## src/rtl/trap_pkg.sv

```systemverilog
// rtl/trap_pkg.sv - shared FSM encoding, interrupt codes and mcause field widths
package trap_pkg;

  typedef enum logic [1:0] {
    ST_IDLE   = 2'd0,
    ST_FLUSH  = 2'd1,
    ST_DRAIN  = 2'd2,
    ST_HALTED = 2'd3
  } state_e;

  localparam int CODE_W = 5;

  localparam logic [CODE_W-1:0] IRQ_MSI = 5'd3;
  localparam logic [CODE_W-1:0] IRQ_MTI = 5'd7;
  localparam logic [CODE_W-1:0] IRQ_MEI = 5'd11;

  function automatic logic is_std_irq(input int idx);
    return (idx == int'(IRQ_MSI)) || (idx == int'(IRQ_MTI)) || (idx == int'(IRQ_MEI));
  endfunction

endpackage

```

## src/rtl/irq_prio_sel.sv

```systemverilog
// rtl/irq_prio_sel.sv - masked fixed-priority interrupt encoder (MEI > MSI > MTI > others high-to-low)
module irq_prio_sel
  import trap_pkg::*;
#(
  parameter int NUM_IRQ = 16
) (
  input  logic [NUM_IRQ-1:0] irq_pend,
  input  logic [NUM_IRQ-1:0] irq_en,
  input  logic               gie,
  output logic               irq_vld,
  output logic [CODE_W-1:0]  irq_code
);

  logic [NUM_IRQ-1:0] masked;

  assign masked = irq_pend & irq_en & {NUM_IRQ{gie}};

  always_comb begin
    irq_vld  = |masked;
    irq_code = '0;
    // Later assignments win: ascending scan leaves the highest non-standard line,
    // then the standard lines override in rising priority order.
    for (int i = 0; i < NUM_IRQ; i++) begin
      if (masked[i] && !is_std_irq(i)) irq_code = CODE_W'(i);
    end
    if (masked[IRQ_MTI]) irq_code = IRQ_MTI;
    if (masked[IRQ_MSI]) irq_code = IRQ_MSI;
    if (masked[IRQ_MEI]) irq_code = IRQ_MEI;
  end

endmodule

```

## src/rtl/trap_flush_ctrl.sv

```systemverilog
// rtl/trap_flush_ctrl.sv - commit-point trap/mret/mispredict arbiter and fetch flush handshake
// Optional debug halt FSM enabled by defining TRAP_FLUSH_DEBUG_EN.
module trap_flush_ctrl
  import trap_pkg::*;
#(
  parameter int              XLEN    = 32,
  parameter int              NUM_IRQ = 16,
  parameter logic [XLEN-1:0] RST_PC  = 32'h8000_0000
) (
  input  logic               clk,
  input  logic               rst,
  input  logic               cmt_vld_i,
  output logic               cmt_rdy_o,
  input  logic [XLEN-1:0]    cmt_pc_i,
  input  logic [XLEN-1:0]    cmt_npc_i,
  input  logic               bjp_mispred_i,
  input  logic [XLEN-1:0]    bjp_fix_addr_i,
  input  logic               mret_i,
  input  logic               excp_vld_i,
  input  logic [4:0]         excp_cause_i,
  input  logic [XLEN-1:0]    excp_tval_i,
  input  logic [NUM_IRQ-1:0] irq_pend_i,
  input  logic [NUM_IRQ-1:0] irq_en_i,
  input  logic               mstatus_mie_i,
  input  logic [XLEN-1:0]    mtvec_i,
  input  logic [XLEN-1:0]    mepc_i,
  output logic               csr_trap_o,
  output logic               csr_mret_o,
  output logic [XLEN-1:0]    csr_epc_o,
  output logic [XLEN-1:0]    csr_cause_o,
  output logic [XLEN-1:0]    csr_tval_o,
  output logic               flush_early_o,
  output logic               flush_vld_o,
  output logic [XLEN-1:0]    flush_addr_o,
  input  logic               flush_rdy_i,
  input  logic               halt_req_i,
  input  logic               resume_req_i,
  input  logic               pipe_empty_i,
  output logic               halted_o,
  output logic [XLEN-1:0]    dpc_o
);

  localparam logic [XLEN-1:0] unused_rst_pc = RST_PC;

  state_e              state_q;
  logic                rdy_q;
  logic                flush_vld_q;
  logic [XLEN-1:0]     flush_addr_q;
  logic [XLEN-1:0]     last_npc_q;
  logic                halted_q;
  logic [XLEN-1:0]     dpc_q;

  logic                fire;
  logic                in_idle;
  logic                irq_vld;
  logic [CODE_W-1:0]   irq_code;
  logic                ev_excp, ev_irq, ev_mret, ev_misp, ev_trap, ev_any;
  logic [CODE_W-1:0]   trap_code;
  logic [XLEN-1:0]     trap_base;
  logic [XLEN-1:0]     target;
  logic [XLEN-1:0]     trap_epc;
  logic                halt_go, drain_done, resume_go;

`ifdef TRAP_FLUSH_DEBUG_EN
  assign halt_go    = halt_req_i;
  assign drain_done = pipe_empty_i;
  assign resume_go  = resume_req_i;
`else
  logic unused_dbg;
  assign unused_dbg = ^{halt_req_i, resume_req_i, pipe_empty_i};
  assign halt_go    = 1'b0;
  assign drain_done = 1'b0;
  assign resume_go  = 1'b0;
`endif

  irq_prio_sel #(.NUM_IRQ(NUM_IRQ)) u_irq_prio_sel (
    .irq_pend (irq_pend_i),
    .irq_en   (irq_en_i),
    .gie      (mstatus_mie_i),
    .irq_vld  (irq_vld),
    .irq_code (irq_code)
  );

  // rdy_q is low for the partial cycle after reset release, which also keeps
  // interrupts from strobing the CSRs while reset is held.
  assign in_idle = (state_q == ST_IDLE) & rdy_q;
  assign fire    = cmt_vld_i & rdy_q;

  assign ev_excp = in_idle & fire & excp_vld_i;
  assign ev_irq  = in_idle & irq_vld & ~ev_excp;
  assign ev_mret = in_idle & fire & mret_i & ~ev_excp & ~ev_irq;
  assign ev_misp = in_idle & fire & bjp_mispred_i & ~ev_excp & ~ev_irq;
  assign ev_trap = ev_excp | ev_irq;
  assign ev_any  = ev_trap | ev_mret | ev_misp;

  assign trap_code = ev_irq ? irq_code : excp_cause_i;
  assign trap_epc  = ev_excp ? cmt_pc_i : (fire ? cmt_npc_i : last_npc_q);

  always_comb begin
    trap_base = {mtvec_i[XLEN-1:2], 2'b00};
    if (ev_irq && (mtvec_i[1:0] == 2'b01))
      trap_base = trap_base + {{(XLEN-CODE_W-2){1'b0}}, irq_code, 2'b00};
    if (ev_trap)      target = trap_base;
    else if (ev_mret) target = mepc_i;
    else              target = bjp_fix_addr_i;
  end

  assign csr_trap_o    = ev_trap;
  assign csr_mret_o    = ev_mret;
  assign csr_epc_o     = ev_trap ? trap_epc : '0;
  assign csr_cause_o   = ev_trap ? {ev_irq, {(XLEN-1-CODE_W){1'b0}}, trap_code} : '0;
  assign csr_tval_o    = ev_excp ? excp_tval_i : '0;
  assign flush_early_o = ev_any;

  assign cmt_rdy_o    = rdy_q;
  assign flush_vld_o  = flush_vld_q;
  assign flush_addr_o = flush_addr_q;
  assign halted_o     = halted_q;
  assign dpc_o        = dpc_q;

  always_ff @(posedge clk or posedge rst) begin
    if (rst) begin
      state_q      <= ST_IDLE;
      rdy_q        <= 1'b0;
      flush_vld_q  <= 1'b0;
      flush_addr_q <= '0;
      last_npc_q   <= '0;
      halted_q     <= 1'b0;
      dpc_q        <= '0;
    end else begin
      if (fire) last_npc_q <= cmt_npc_i;
      case (state_q)
        ST_IDLE: begin
          if (ev_any) begin
            state_q      <= ST_FLUSH;
            rdy_q        <= 1'b0;
            flush_vld_q  <= 1'b1;
            flush_addr_q <= target;
          end else if (halt_go) begin
            state_q <= ST_DRAIN;
            rdy_q   <= 1'b0;
          end else begin
            rdy_q <= 1'b1;
          end
        end
        ST_FLUSH: begin
          if (flush_vld_q && flush_rdy_i) begin
            state_q     <= ST_IDLE;
            rdy_q       <= 1'b1;
            flush_vld_q <= 1'b0;
          end
        end
        ST_DRAIN: begin
          if (drain_done) begin
            state_q  <= ST_HALTED;
            halted_q <= 1'b1;
            dpc_q    <= last_npc_q;
          end
        end
        ST_HALTED: begin
          if (resume_go) begin
            state_q      <= ST_FLUSH;
            halted_q     <= 1'b0;
            flush_vld_q  <= 1'b1;
            flush_addr_q <= dpc_q;
          end
        end
        default: begin
          state_q <= ST_IDLE;
          rdy_q   <= 1'b0;
        end
      endcase
    end
  end

endmodule

```

## config.mk

```make
export PLATFORM = sky130hd
export DESIGN_NAME = trap_flush_ctrl
export DESIGN_NICKNAME = d
export VERILOG_FILES = /design/src/rtl/trap_pkg.sv /design/src/rtl/irq_prio_sel.sv /design/src/rtl/trap_flush_ctrl.sv
export SDC_FILE = /design/constraint.sdc
export NUM_CORES = 1
export LEC_CHECK = 0
export BUFFER_PORTS_ARGS = -buffer_cell sky130_fd_sc_hd__clkbuf_2
export CAP_MARGIN = 20
export CORE_AREA = 2 2 160 162
export CTS_BUF_LIST = sky130_fd_sc_hd__clkbuf_4 sky130_fd_sc_hd__clkbuf_8
export DETAILED_ROUTE_END_ITERATION = 6
export DIE_AREA = 0 0 162 164
export GPL_ROUTABILITY_DRIVEN = 0
export SKIP_LAST_GASP = 1
export SLEW_MARGIN = 20
export SYNTH_ARGS = -nofsm -noshare
export SYNTH_HDL_FRONTEND = slang
export SYNTH_SLANG_ARGS = --single-unit
```

## constraint.sdc

```tcl
create_clock -name clk -period 4.4 [get_ports clk]
set_clock_uncertainty 0.2 [all_clocks]
set_input_delay 0.22 -clock clk [delete_from_list [all_inputs] [get_ports clk]]
set_output_delay 0.22 -clock clk [all_outputs]
set_load 0.02 [all_outputs]
```

# Word-level counts from Yosys, hierarchy flattened
# Cells that the tools add are included.
# totals
ff_bits,68
in_bits,240
# op_classes
reduce_logical,10
bitwise,20
mux,33
eq_ne,6
add_sub_neg,1
# op_table
op,n
32-bit 2-to-1 mux,8
5-bit 2-to-1 mux,15
32-bit by 7-bit adder with 32-bit output,1
16-bit bitwise AND,2
16-bit OR reduction,1
1-bit bitwise AND,12
3-bit AND reduction,2
1-bit 2-to-1 mux,5
"2-bit by 1-bit equality test with 1-bit output, second input constant",2
"2-bit equality test, second input constant",2
2-bit 2-to-1 mux,2
"2-bit != test, second input constant",2
1-bit case mux with 2 select lines,2
2-bit case mux with 2 select lines,1
2-bit AND reduction,2
1-bit NOT,3
1-bit OR,3
1-bit logical AND,2
2-bit logical NOT,1
2-bit nonzero test,1
2-bit OR reduction,1

# Depth between registers and ports, before layout
# depth
depth_word,20
ltp_mapped,14
mapped_depth_nobuf,13

# By module
# From an unflattened synthesis, not the netlist that was laid out.
# hier_totals
hier_cells,555
hier_area_um2,5126.2
# by_module_without_submodules
module,n_inst,area_each_um2,cells_per_inst,seq_area_each_um2
trap_flush_ctrl,1,4842.1,516,1651.6
irq_prio_sel,1,284.0,39,0.0

# Worst setup path before layout
# OpenSTA, ideal clock, no wires.
# synth_timing
kind,input to register
start,in mstatus_mie_i
end,reg flush_addr_q[24] (netlist: flush_addr_o[24])
path_slack_ps,1384
path_stages,13
arrival_ps,2734
t_required_ps,4118
setup_ps,82
cell_sequence,clkbuf_1 -> nand2_1 -> o31ai_1 -> a221oi_1 -> nor2_1 -> ha_1 -> inv_1 -> fa_1 -> nand2b_1 -> a21oi_1 -> nand3_1 -> or4_1 -> a31oi_1
# synth_between
elab_chain_len,19
# synth_lines
element,line,source
from (decl),trap_flush_ctrl.sv:24,"input logic mstatus_mie_i,"
16-bit bitwise AND *,irq_prio_sel.sv:16,assign masked = irq_pend & irq_en & {NUM_IRQ{gie}};
1-bit 2-to-1 mux,irq_prio_sel.sv:24,if (masked[i] && !is_std_irq(i)) irq_code = CODE_W'(i);
5-bit 2-to-1 mux (11 in a row),irq_prio_sel.sv:24,
5-bit 2-to-1 mux,irq_prio_sel.sv:26,if (masked[IRQ_MTI]) irq_code = IRQ_MTI;
5-bit 2-to-1 mux,irq_prio_sel.sv:27,if (masked[IRQ_MSI]) irq_code = IRQ_MSI;
5-bit 2-to-1 mux,irq_prio_sel.sv:28,if (masked[IRQ_MEI]) irq_code = IRQ_MEI;
32-bit by 7-bit adder with 32-bit output,trap_flush_ctrl.sv:102,"trap_base = trap_base + {{(XLEN-CODE_W-2){1'b0}}, irq_code, 2'b00};"
32-bit 2-to-1 mux,trap_flush_ctrl.sv:101,if (ev_irq && (mtvec_i[1:0] == 2'b01))
32-bit 2-to-1 mux,trap_flush_ctrl.sv:103,if (ev_trap) target = trap_base;
to (signal assigned),trap_flush_ctrl.sv:138,flush_addr_q <= target;
to (signal assigned),trap_flush_ctrl.sv:165,flush_addr_q <= dpc_q;
to (decl),trap_flush_ctrl.sv:48,logic [XLEN-1:0] flush_addr_q;
# Every way passes the cells marked *; elsewhere a longest branch is shown, timed or not.
# A chain may end at the register's enable or synchronous reset.

# Final worst setup path
# layout_timing
start,in irq_pend_i[12]
end,reg flush_addr_q[20] (netlist: flush_addr_o[20])
# layout_between
elab_chain_len,12
# layout_lines
element,line,source
from (decl),trap_flush_ctrl.sv:22,"input logic [NUM_IRQ-1:0] irq_pend_i,"
16-bit bitwise AND * (2 in a row),irq_prio_sel.sv:16,
5-bit 2-to-1 mux (4 in a row),irq_prio_sel.sv:24,
5-bit 2-to-1 mux,irq_prio_sel.sv:26,
5-bit 2-to-1 mux,irq_prio_sel.sv:27,
5-bit 2-to-1 mux,irq_prio_sel.sv:28,
32-bit by 7-bit adder with 32-bit output,trap_flush_ctrl.sv:102,
32-bit 2-to-1 mux,trap_flush_ctrl.sv:101,
32-bit 2-to-1 mux,trap_flush_ctrl.sv:103,
# Marked as above.

==> results.sh <==
export IMPL_status="finished, final reports clean"
export IMPL_cts_clk_slew_worst_paths_ns=0.08
export IMPL_synth_seq_cells=66
export IMPL_synth_edf_count=0
export IMPL_initial_core_util=0.217
export IMPL_cts_buffer_depth=2
export IMPL_worst_ep_required_time_ns=4.47
export IMPL_cts_tree="done"
export IMPL_hp_start="mtvec_i[27]"
export IMPL_ir_drop_uv=202
export IMPL_wl_per_cell_um=16.0
export IMPL_htreeDepth=3
export IMPL_grt_overflow=0
export IMPL_dp_hpwl_mm=16.5
export IMPL_relSlewSlack=0.357
export IMPL_drc=0
export IMPL_coreArea_sq_um=24800
export IMPL_viasPerCell=4.47
export IMPL_p_per_area_nw_per_um2=485
export IMPL_worstSetupPathType="input port to flop"
export IMPL_via_count=5826
export IMPL_firstDrtPassIters=4
export IMPL_worst_pin_slew_ns=0.963
export IMPL_yosys_area_share_simple=0.179
export IMPL_crit_path_start="irq_pend_i[12]"
export IMPL_regToRegStartpoint="cmt_rdy_o$_DFFE_PP0P_"
export IMPL_async_reset_ff_frac=1.00
export IMPL_grt_pass1_wl_mm=30.1
export IMPL_synthToLayoutAreaGrowth_pct=47.8
export IMPL_crit_path_max_fanout=12
export IMPL_synth_mux_area_frac=0.128
export IMPL_grt_max_degree=72
export IMPL_post_cts_repair_setup_buffers=0
export IMPL_synth_top_family_by_area="compound AO/OA/AOI/OAI gates"
export IMPL_worstHoldPathType="input port to flop"
export IMPL_drv_cap=0
export IMPL_synth_top_area_frac=0.306
export IMPL_fin_setup_tns_ns=0
export IMPL_report_final_slew_viol_count=0
export IMPL_fmax_mhz=279
export IMPL_dieArea_sq_um=26600
export IMPL_cts_root_buffer="clkbuf_8"
export IMPL_insertion_delay_ns=0.33
export IMPL_holdWs_ns=0.0346
export IMPL_dieHeight_um=164
export IMPL_synthesis_instances=584
export IMPL_fp_dieW_um=162
export IMPL_first_global_vias=5505
export IMPL_syn_area_sq_um=5390
export IMPL_start_kind="input port"
export IMPL_layout_drive_gt1_share=0.436
export IMPL_synthTopCellsByArea="dfrtp_1 (31%), buf_4 (8.8%), mux2_2 (6.9%)"
export IMPL_hold_viol=0
export IMPL_cts_resized=0
export IMPL_grtUsageTotal=0.145
export IMPL_row_count=58
export IMPL_finalSetupViolations=0
export IMPL_synth_compound_area_frac=0.237
export IMPL_ios=406
export IMPL_fin_crit_sh=0.816
export IMPL_synth_ff_type="dfrtp_1"
export IMPL_leakage_nw=4.04
export IMPL_yosysWarnings=0
export IMPL_io_buffers=343
export IMPL_antenna_found_initial=1
export IMPL_synth_top_cell_by_area="dfrtp_1"
export IMPL_clock_sinks=66
export IMPL_cts_buffers=9
export IMPL_nets=1211
export IMPL_synth_avg_cell_area_sq_um=9.23
export IMPL_end_kind="flop"
export IMPL_yosysSeqAreaShare=0.306
export IMPL_synth_fa_ha_area_frac=0.0130
export IMPL_synth_distinct_cells=56
export IMPL_fin_crit_ns=3.59
export IMPL_drt_total_wl_mm=20.8
export IMPL_ant_nets=0
export IMPL_worstPathArrival_ns=3.66
export IMPL_rsz0062_at_grt="no"
export IMPL_p_total_mw=3.86
export IMPL_synth_xor_area_frac=0.00325
export IMPL_drtIter0Drc=252
## sequential cells by signal, indices dropped and copies added, names as in the netlist
name	count
flush_vld_o	1
flush_addr_o	32
last_npc_q	32
cmt_rdy_o	1
## layout make-up
class                   instances  area, sq um
inverters                      10         37.5
fillers                      2634        16800
repair buffers                412         2380
clock inverters                 5         85.1
flip-flops and latches         66         1650
diodes                          1         2.50
multi-input cells             467         3250
well taps                     330          413
clock buffers                  11          151
## power breakdown
part / switching (mW) / leakage (nW) / internal, mW
combinational: 1.34 / 3.15 / 0.850
sequential: 0.155 / 0.770 / 0.908
clock: 0.259 / 0.116 / 0.353
## cell usage in the layout, fill, tap and decap left out, drive strengths merged, types with 2 or more instances in the layout
cell,netlist,routed
o311ai,4,4
xnor2,2,2
and2,37,37
conb,1,59
a222oi,2,2
mux2i,32,32
dfrtp,66,66
nand4,10,10
dlygate4sd3,0,59
bufinv,0,2
o31a,3,3
a31oi,15,15
o211ai,22,22
buf,83,10
nand4b,2,2
inv,10,11
ha,4,4
nand2b,6,6
a211oi,22,22
o21ai,17,17
a21oi,9,9
a22o,38,38
and4,4,4
nor2,32,32
or3,7,7
a22oi,4,4
nand3,21,21
clkbuf,16,354
o31ai,10,10
o2111ai,2,2
and3,3,3
nand2,35,35
mux2,33,33
a21o,2,2
or4,16,16
## path summary, 6_finish.rpt
check,cells after the start,slack (ns),end
worst min-delay path,3,0.03,flush_addr_o[27]$_DFFE_PP0P_
min in group asynchronous,3,0.29,flush_addr_o[13]$_DFFE_PP0P_
worst max register to register,5,1.63,flush_addr_o[20]$_DFFE_PP0P_
max in group asynchronous,4,2.71,last_npc_q[25]$_DFF_PP0_
worst max-delay path,12,0.81,flush_addr_o[20]$_DFFE_PP0P_
worst min register to register,1,0.30,last_npc_q[5]$_DFF_PP0_
## kinds of logic (layout without fill, tap and decap cells)
family	count (synthesis)	count (layout)
flip-flops	66	66
adder cells (fa/ha/maj)	5	5
multiplexers	65	65
XOR/XNOR	2	2
buffers and inverters	109	438
other	1	60
AO/OA/AOI/OAI	159	159
AND/OR/NAND/NOR	177	177
## worst max-delay path: stages
cell	delay, ns
clkbuf_2	0.09
a22o_1	0.29
nand2_1	0.09
nand4_1	0.07
o21ai_0	0.58
inv_1	0.14
fa_1	0.43
nand2b_1	0.17
a21oi_1	0.33
o2111ai_1	0.56
or3_1	0.52
a31oi_1	0.16
## routing by layer
layer  share of wire  wire length [um]  vias up  GRT usage
met4           0.019               391        0     0.0442
met2            0.48              9950      224      0.239
met3           0.057              1180       27     0.0205
li1                -                 -     2849          -
met1            0.45              9280     2726      0.198
met5               0                 0        -          0
## through the flow
stage	utilization	cell area, sq um	setup slack (ns)	cells
after floorplan	-	5610	1.38	642
after global placement	0.288	7140	0.543	1226
after CTS	0.321	7970	0.846	1301
final	0.321	7970	0.811	1302
after detailed placement	0.288	7140	0.464	1226
after global routing	0.321	7970	0.531	1301
## cells in the mapped netlist, types with 8 or more instances
cell type	number
a211oi_1	9
a211oi_2	13
a21oi_1	9
a22o_1	38
a31oi_1	15
and2_1	37
buf_4	63
buf_6	8
clkbuf_1	16
dfrtp_1	66
inv_1	9
mux2_2	33
mux2i_1	32
nand2_1	35
nand3_1	21
nand4_1	10
nor2_1	31
o211ai_1	22
o21ai_0	14
o31ai_1	9
or4_1	16
## repair_timing
action                     4_1_cts  5_1_grt
hold endpoints to repair        83        0
hold buffers                    59        0
setup endpoints to repair        0        0
(Power assumes the default switching activity.)
